## src/rtl/pw_pkg.sv

```systemverilog
// Shared types and constants for the pointwise tile sequencer: FSM states,
// channel-group width, layer-band bias/shift tables and the result tag record.
package pw_pkg;

    localparam int CH_GRP = 8;

    localparam int LAYER_BAND0 = 4;
    localparam int LAYER_BAND1 = 8;

    localparam logic [7:0] BIAS_BASE0 = 8'd0;
    localparam logic [7:0] BIAS_BASE1 = 8'd32;
    localparam logic [7:0] BIAS_BASE2 = 8'd64;

    localparam logic [3:0] SHIFT0 = 4'd6;
    localparam logic [3:0] SHIFT1 = 4'd7;
    localparam logic [3:0] SHIFT2 = 4'd6;

    typedef enum logic [1:0] {
        IDLE,
        RUN,
        DRAIN,
        DONE
    } state_t;

    typedef struct packed {
        logic       valid;
        logic       first;
        logic       last;
        logic [7:0] h;
        logic [7:0] w;
        logic [7:0] oc_sel;
    } tag_t;

    function automatic logic [7:0] bias_for_layer(input logic [3:0] layer);
        if (int'(layer) < LAYER_BAND0) return BIAS_BASE0;
        if (int'(layer) < LAYER_BAND1) return BIAS_BASE1;
        return BIAS_BASE2;
    endfunction

    function automatic logic [3:0] shift_for_layer(input logic [3:0] layer);
        if (int'(layer) < LAYER_BAND0) return SHIFT0;
        if (int'(layer) < LAYER_BAND1) return SHIFT1;
        return SHIFT2;
    endfunction

endpackage

```

## src/rtl/pw_tag_pipe.sv

```systemverilog
// Fixed-depth shift register that delays tile tags so they line up with the
// compute array's results.
module pw_tag_pipe
    import pw_pkg::*;
#(
    parameter int DEPTH = 3
) (
    input  logic clk,
    input  logic rst_n,
    input  tag_t tag_in,
    output tag_t tag_out
);

    tag_t stages [DEPTH];

    always_ff @(posedge clk or negedge rst_n) begin
        if (!rst_n) begin
            for (int i = 0; i < DEPTH; i++) stages[i] <= '0;
        end else begin
            stages[0] <= tag_in;
            for (int i = 1; i < DEPTH; i++) stages[i] <= stages[i-1];
        end
    end

    assign tag_out = stages[DEPTH-1];

endmodule

```

## src/rtl/pw_tile_sequencer.sv

```systemverilog
// Walks (h, w, oc group, ic group) tiles of one pointwise layer, one per cycle,
// and realigns tile tags to the array latency. Optional PW_SEQ_PERF_EN adds perf counters.
module pw_tile_sequencer #(
    parameter int PIPE_LAT = 3,
    parameter int CH_GRP   = pw_pkg::CH_GRP
) (
    input  logic        clk,
    input  logic        rst_n,
    input  logic        start,
    input  logic [3:0]  cfg_layer,
    input  logic [7:0]  cfg_out_size,
    input  logic [7:0]  cfg_in_ch,
    input  logic [7:0]  cfg_out_ch,
    input  logic        feat_valid,
    input  logic        out_ready,
    output logic        busy,
    output logic        done,
`ifdef PW_SEQ_PERF_EN
    output logic [31:0] perf_active,
    output logic [31:0] perf_stall,
`endif
    output logic        issue_valid,
    output logic [7:0]  iss_h,
    output logic [7:0]  iss_w,
    output logic [7:0]  iss_ic_sel,
    output logic [7:0]  iss_oc_sel,
    output logic        pix_adv,
    output logic [7:0]  bias_base,
    output logic [3:0]  shift_num,
    output logic        res_valid,
    output logic        res_first_ic,
    output logic        res_last_ic,
    output logic [7:0]  res_h,
    output logic [7:0]  res_w,
    output logic [7:0]  res_oc_sel
);

    import pw_pkg::*;

    state_t     state;
    logic [7:0] size_q, n_ic, n_oc;
    logic [7:0] n_ic_calc, n_oc_calc, last_ic_sel, last_oc_sel;
    logic [3:0] inflight, inflight_next;
    logic       issue, last_ic, last_oc, last_w, last_h, final_tile, cfg_zero;
    tag_t       tag_in, tag_out;

    assign n_ic_calc   = 8'((int'(cfg_in_ch) + CH_GRP - 1) / CH_GRP);
    assign n_oc_calc   = 8'((int'(cfg_out_ch) + CH_GRP - 1) / CH_GRP);
    assign last_ic_sel = 8'((int'(n_ic) - 1) * CH_GRP);
    assign last_oc_sel = 8'((int'(n_oc) - 1) * CH_GRP);
    assign cfg_zero    = (cfg_out_size == 8'd0) || (cfg_in_ch == 8'd0) || (cfg_out_ch == 8'd0);

    assign issue      = (state == RUN) && feat_valid && out_ready;
    assign last_ic    = (iss_ic_sel == last_ic_sel);
    assign last_oc    = (iss_oc_sel == last_oc_sel);
    assign last_w     = (iss_w == size_q - 8'd1);
    assign last_h     = (iss_h == size_q - 8'd1);
    assign final_tile = last_ic && last_oc && last_w && last_h;

    assign issue_valid = issue;
    assign pix_adv     = issue && last_ic && last_oc;
    assign busy        = (state != IDLE);
    assign done        = (state == DONE);

    // Results leave the array regardless of stalls, so the count only balances issue vs result.
    always_comb begin
        inflight_next = inflight;
        if (issue && !tag_out.valid)      inflight_next = inflight + 4'd1;
        else if (!issue && tag_out.valid) inflight_next = inflight - 4'd1;
    end

    always_comb begin
        tag_in = '0;
        if (issue) begin
            tag_in.valid  = 1'b1;
            tag_in.first  = (iss_ic_sel == 8'd0);
            tag_in.last   = last_ic;
            tag_in.h      = iss_h;
            tag_in.w      = iss_w;
            tag_in.oc_sel = iss_oc_sel;
        end
    end

    pw_tag_pipe #(.DEPTH(PIPE_LAT)) u_tag_pipe (
        .clk     (clk),
        .rst_n   (rst_n),
        .tag_in  (tag_in),
        .tag_out (tag_out)
    );

    assign res_valid    = tag_out.valid;
    assign res_first_ic = tag_out.first;
    assign res_last_ic  = tag_out.last;
    assign res_h        = tag_out.h;
    assign res_w        = tag_out.w;
    assign res_oc_sel   = tag_out.oc_sel;

    always_ff @(posedge clk or negedge rst_n) begin
        if (!rst_n) begin
            state      <= IDLE;
            size_q     <= '0;
            n_ic       <= '0;
            n_oc       <= '0;
            bias_base  <= '0;
            shift_num  <= '0;
            iss_h      <= '0;
            iss_w      <= '0;
            iss_ic_sel <= '0;
            iss_oc_sel <= '0;
            inflight   <= '0;
        end else begin
            inflight <= inflight_next;
            case (state)
                IDLE: if (start) begin
                    size_q     <= cfg_out_size;
                    n_ic       <= n_ic_calc;
                    n_oc       <= n_oc_calc;
                    bias_base  <= bias_for_layer(cfg_layer);
                    shift_num  <= shift_for_layer(cfg_layer);
                    iss_h      <= '0;
                    iss_w      <= '0;
                    iss_ic_sel <= '0;
                    iss_oc_sel <= '0;
                    state      <= cfg_zero ? DONE : RUN;
                end
                // ic is innermost; each wrap carries into the next outer counter.
                RUN: if (issue) begin
                    if (!last_ic) begin
                        iss_ic_sel <= iss_ic_sel + 8'(CH_GRP);
                    end else begin
                        iss_ic_sel <= '0;
                        if (!last_oc) begin
                            iss_oc_sel <= iss_oc_sel + 8'(CH_GRP);
                        end else begin
                            iss_oc_sel <= '0;
                            if (!last_w) begin
                                iss_w <= iss_w + 8'd1;
                            end else begin
                                iss_w <= '0;
                                iss_h <= last_h ? 8'd0 : iss_h + 8'd1;
                            end
                        end
                    end
                    if (final_tile) state <= DRAIN;
                end
                DRAIN: if (inflight_next == 4'd0) state <= DONE;
                DONE:  state <= IDLE;
                default: state <= IDLE;
            endcase
        end
    end

`ifdef PW_SEQ_PERF_EN
    always_ff @(posedge clk or negedge rst_n) begin
        if (!rst_n) begin
            perf_active <= '0;
            perf_stall  <= '0;
        end else if (state == IDLE && start) begin
            perf_active <= '0;
            perf_stall  <= '0;
        end else begin
            if ((state == RUN || state == DRAIN) && perf_active != '1) perf_active <= perf_active + 32'd1;
            if (state == RUN && !issue && perf_stall != '1) perf_stall <= perf_stall + 32'd1;
        end
    end
`endif

endmodule
```

## config.mk

```make
export PLATFORM = sky130hd
export DESIGN_NAME = pw_tile_sequencer
export DESIGN_NICKNAME = d
export VERILOG_FILES = /design/src/rtl/pw_pkg.sv /design/src/rtl/pw_tag_pipe.sv /design/src/rtl/pw_tile_sequencer.sv
export SDC_FILE = /design/constraint.sdc
export NUM_CORES = 1
export LEC_CHECK = 0
export ABC_AREA = 1
export CAP_MARGIN = 20
export CORE_UTILIZATION = 53
export DETAILED_ROUTE_END_ITERATION = 8
export GPL_ROUTABILITY_DRIVEN = 0
export PLACE_DENSITY_LB_ADDON = 0.1
export SYNTH_ARGS = -nofsm -noshare
export SYNTH_HDL_FRONTEND = slang
export SYNTH_HIERARCHICAL = 1
export SYNTH_SLANG_ARGS = --single-unit
```

## constraint.sdc

```tcl
create_clock -name clk -period 2.8 [get_ports clk]
set_input_delay 0.56 -clock clk [delete_from_list [all_inputs] [get_ports clk]]
set_output_delay 0.56 -clock clk [all_outputs]
set_load 0.02 [all_outputs]
```

==> flow_summary.ini <==
[outcome]
run_status = completed

[route]
routedWlPerCell_um = 13.6
drt-pass1-iter-count = 4
viasPerCell = 4.97
remaining_drc_errors = 0
vias = 4502
drt-initial-drc-count = 191
ant_nets = 0
drt-total-wl_mm = 12.3

[logic_synthesis]
synth_mux_area_share_pct = 0
yosys.area_share.adder_pct = 2.63
synthCells = 671
ys_ff_latch = 134
synth-async-reset-ratio_pct = 100
synth-xor-area-share_pct = 4.24
yosys.area_share.simple_pct = 22.6
synth-compound-area-share_pct = 4.99
synth_edf_count = 0
yosysSeqAreaShare_pct = 54.2
synth_top_family_by_area = simple AND/OR/NAND/NOR gates
yosys_warnings = 6
synth_cell_types = 40
synth_area_mm2 = 0.00619
synthFlopType = dfrtp_1
synth_area_per_cell_um2 = 9.23

[timing]
fin_hold_ws_ns = 0.136
hold_violations = 0
fin_skew_ns = 0.00654
rsz0062_at_grt = false
worst_slew_pin_slew_ns = 0.545
setup_viol = 0
max_freq_mhz = 370
drv_slew = 0
finalSetupTns_ns = 0
min_period_ns = 2.70
slew_headroom_pct = 63.7
period_share_pct = 96.4

[clock_tree]
cts_root_buf = clkbuf_16
cts_tree = yes
clk_latency_ns = 0.41
clk_pin_slew_worst_paths_ns = 0.06
hold_buffers = 0
cts_max_level = 4
cts_made_buffers = 17
cts_setup_buffers = 0
cts_buffer_depth = 2
cts.sinks = 134

[worst_setup_path]
path_class = flip-flop to primary output
reg2reg_slack_ns = 0.46
r2r-end = iss_oc_sel[5]
r2r_start = state[1]
crit_family = buffers and inverters
slowest_stage = clkdlybuf4s50_1
arrival_ns = 2.14
slowest_delay_ns = 0.65
startpoint_type = flip-flop
worstRegToRegCells = 13
crit_buf_inv = 2
cp_data_required_time_ns = 2.24
worstPathCellList = inv_1, ha_2, nand2_1, nor2_2, clkdlybuf4s50_1
crit_fanout = 6
cp-end-kind = primary output

[placement]
dp_cells = 874
io_buffers = 92
dp_hpwl_mm = 8.68

[global_routing]
grt_antenna_before_repair = 0
globalRouteOverflowTotal = 0
grt_usage_pct = 22.7
first_global_vias = 4362
grt_first_pass_wirelength_mm = 20.5
grt_max_degree = 62

[final_layout]
layout_commonest_cell = dfrtp_1
num-nets-final = 796
drive_above_1_share_pct = 10.6
multi_input_area_mm2 = 0.00221
n_antenna_cell = 0
fin_cells = 906
mostFrequentLayoutCells = dfrtp_1, nand2_1, clkdlybuf4s50_1
fillerInstances = 913
syn_to_final_growth_pct = 23.6
seqCellArea_mm2 = 0.00335
finish.utilization_pct = 67.0

[power]
p_leak_nw = 3.67
p_per_area_mw_per_mm2 = 998
vdd_drop_max_v = 0.000447

[die]
die_w_um = 110
io_pins = 108
die_h_um = 110
dieArea_mm2 = 0.0121
design.core.area_mm2 = 0.0114
initial_core_util_pct = 54.2
rows = 39

[job]
max_cap_viol_count = 0

[hold_path]
min_path_type = input port to async pin
-- per-layer routing --
layer	track usage (%)	wire [µm]	part of all wire, %	vias to the layer above
li1	-	-	-	2234
met2	35.4	5840	47	148
met3	5.23	683	5.6	23
met4	9.71	216	1.8	0
met5	0	0	0	-
met1	30.5	5560	45	2097
-- logic make-up after synthesis --
logic type | after synthesis
other | 1
buffers and inverters | 137
AOI/OAI and AO/OA | 54
xor gates and xnor gates | 30
adders and majority gates | 13
and+or+nand+nor | 302
DFF | 134
-- cell type report --
cell class | count | share of cell area (%)
tap | 143 | 2.34
clock buffer | 18 | 5.61
multi-input combinational | 415 | 28.9
inverter | 85 | 4.19
sequential | 134 | 43.8
timing repair buffer | 97 | 12.6
clock inverter | 14 | 2.58
-- per-stage QoR --
| step | area [µm²] | power (mW) | setup WS [ns] |
|---|---|---|---|
| 6_report | 7650 | 7.64 | 0.101 |
| 5_1_grt | 7650 | 8.14 | 0.0130 |
| 4_1_cts | 7640 | 7.66 | 0.0138 |
| 3_5_place_dp | 7020 | 5.24 | 0.186 |
| 3_3_place_gp | 7020 | 5.14 | 0.208 |
| 2_1_floorplan | 6250 | 4.54 | 0.636 |
-- where the power goes --
part | switching, mW | total (mW) | internal [mW]
logic | 1.72 | 2.73 | 1.01
registers | 0.311 | 2.54 | 2.23
clock network | 0.869 | 2.37 | 1.50
-- flip-flops by register name (all words and copies together) (netlist names) --
signal,flops
n_oc,5
state,2
u_tag_pipe/stages,54
u_tag_pipe/tag_out,27
shift_num,1
iss_ic_sel,5
inflight,4
iss_h,8
iss_oc_sel,5
size_q,8
iss_w,8
n_ic,5
bias_base,2
-- how the worst max path moves through the flow --
| stage | startpoint | endpoint | slack (ns) | cells past startpoint |
|---|---|---|---|---|
| global route | state[1] | issue_valid | 0.01 | 5 |
| detailed placement | n_oc[0] | pix_adv | 0.19 | 8 |
| floorplan | n_oc[0] | pix_adv | 0.64 | 7 |
| CTS | n_oc[0] | pix_adv | 0.01 | 8 |
| finish | state[1] | issue_valid | 0.10 | 5 |
| global placement | out_ready | pix_adv | 0.21 | 4 |
-- synth_stat cells, types with 12 or more instances --
cell type	number	area, µm²
buf_4	42	315
dfrtp_1	134	3350
ha_1	13	163
inv_1	83	312
nand2_1	115	432
nand2_2	15	93.8
nand3_1	48	240
nand4_1	12	75.1
nor2_1	69	259
nor3_1	17	85.1
o21ai_0	35	175
xor2_1	19	166
-- repair_timing --
action / in CTS / in global routing
pin swaps: 0 / 0
setup endpoints to repair: 1 / 2
hold endpoints to repair: 0 / 0
resized for setup: 4 / 4
Note: power is estimated with default switching activity, not from simulation.
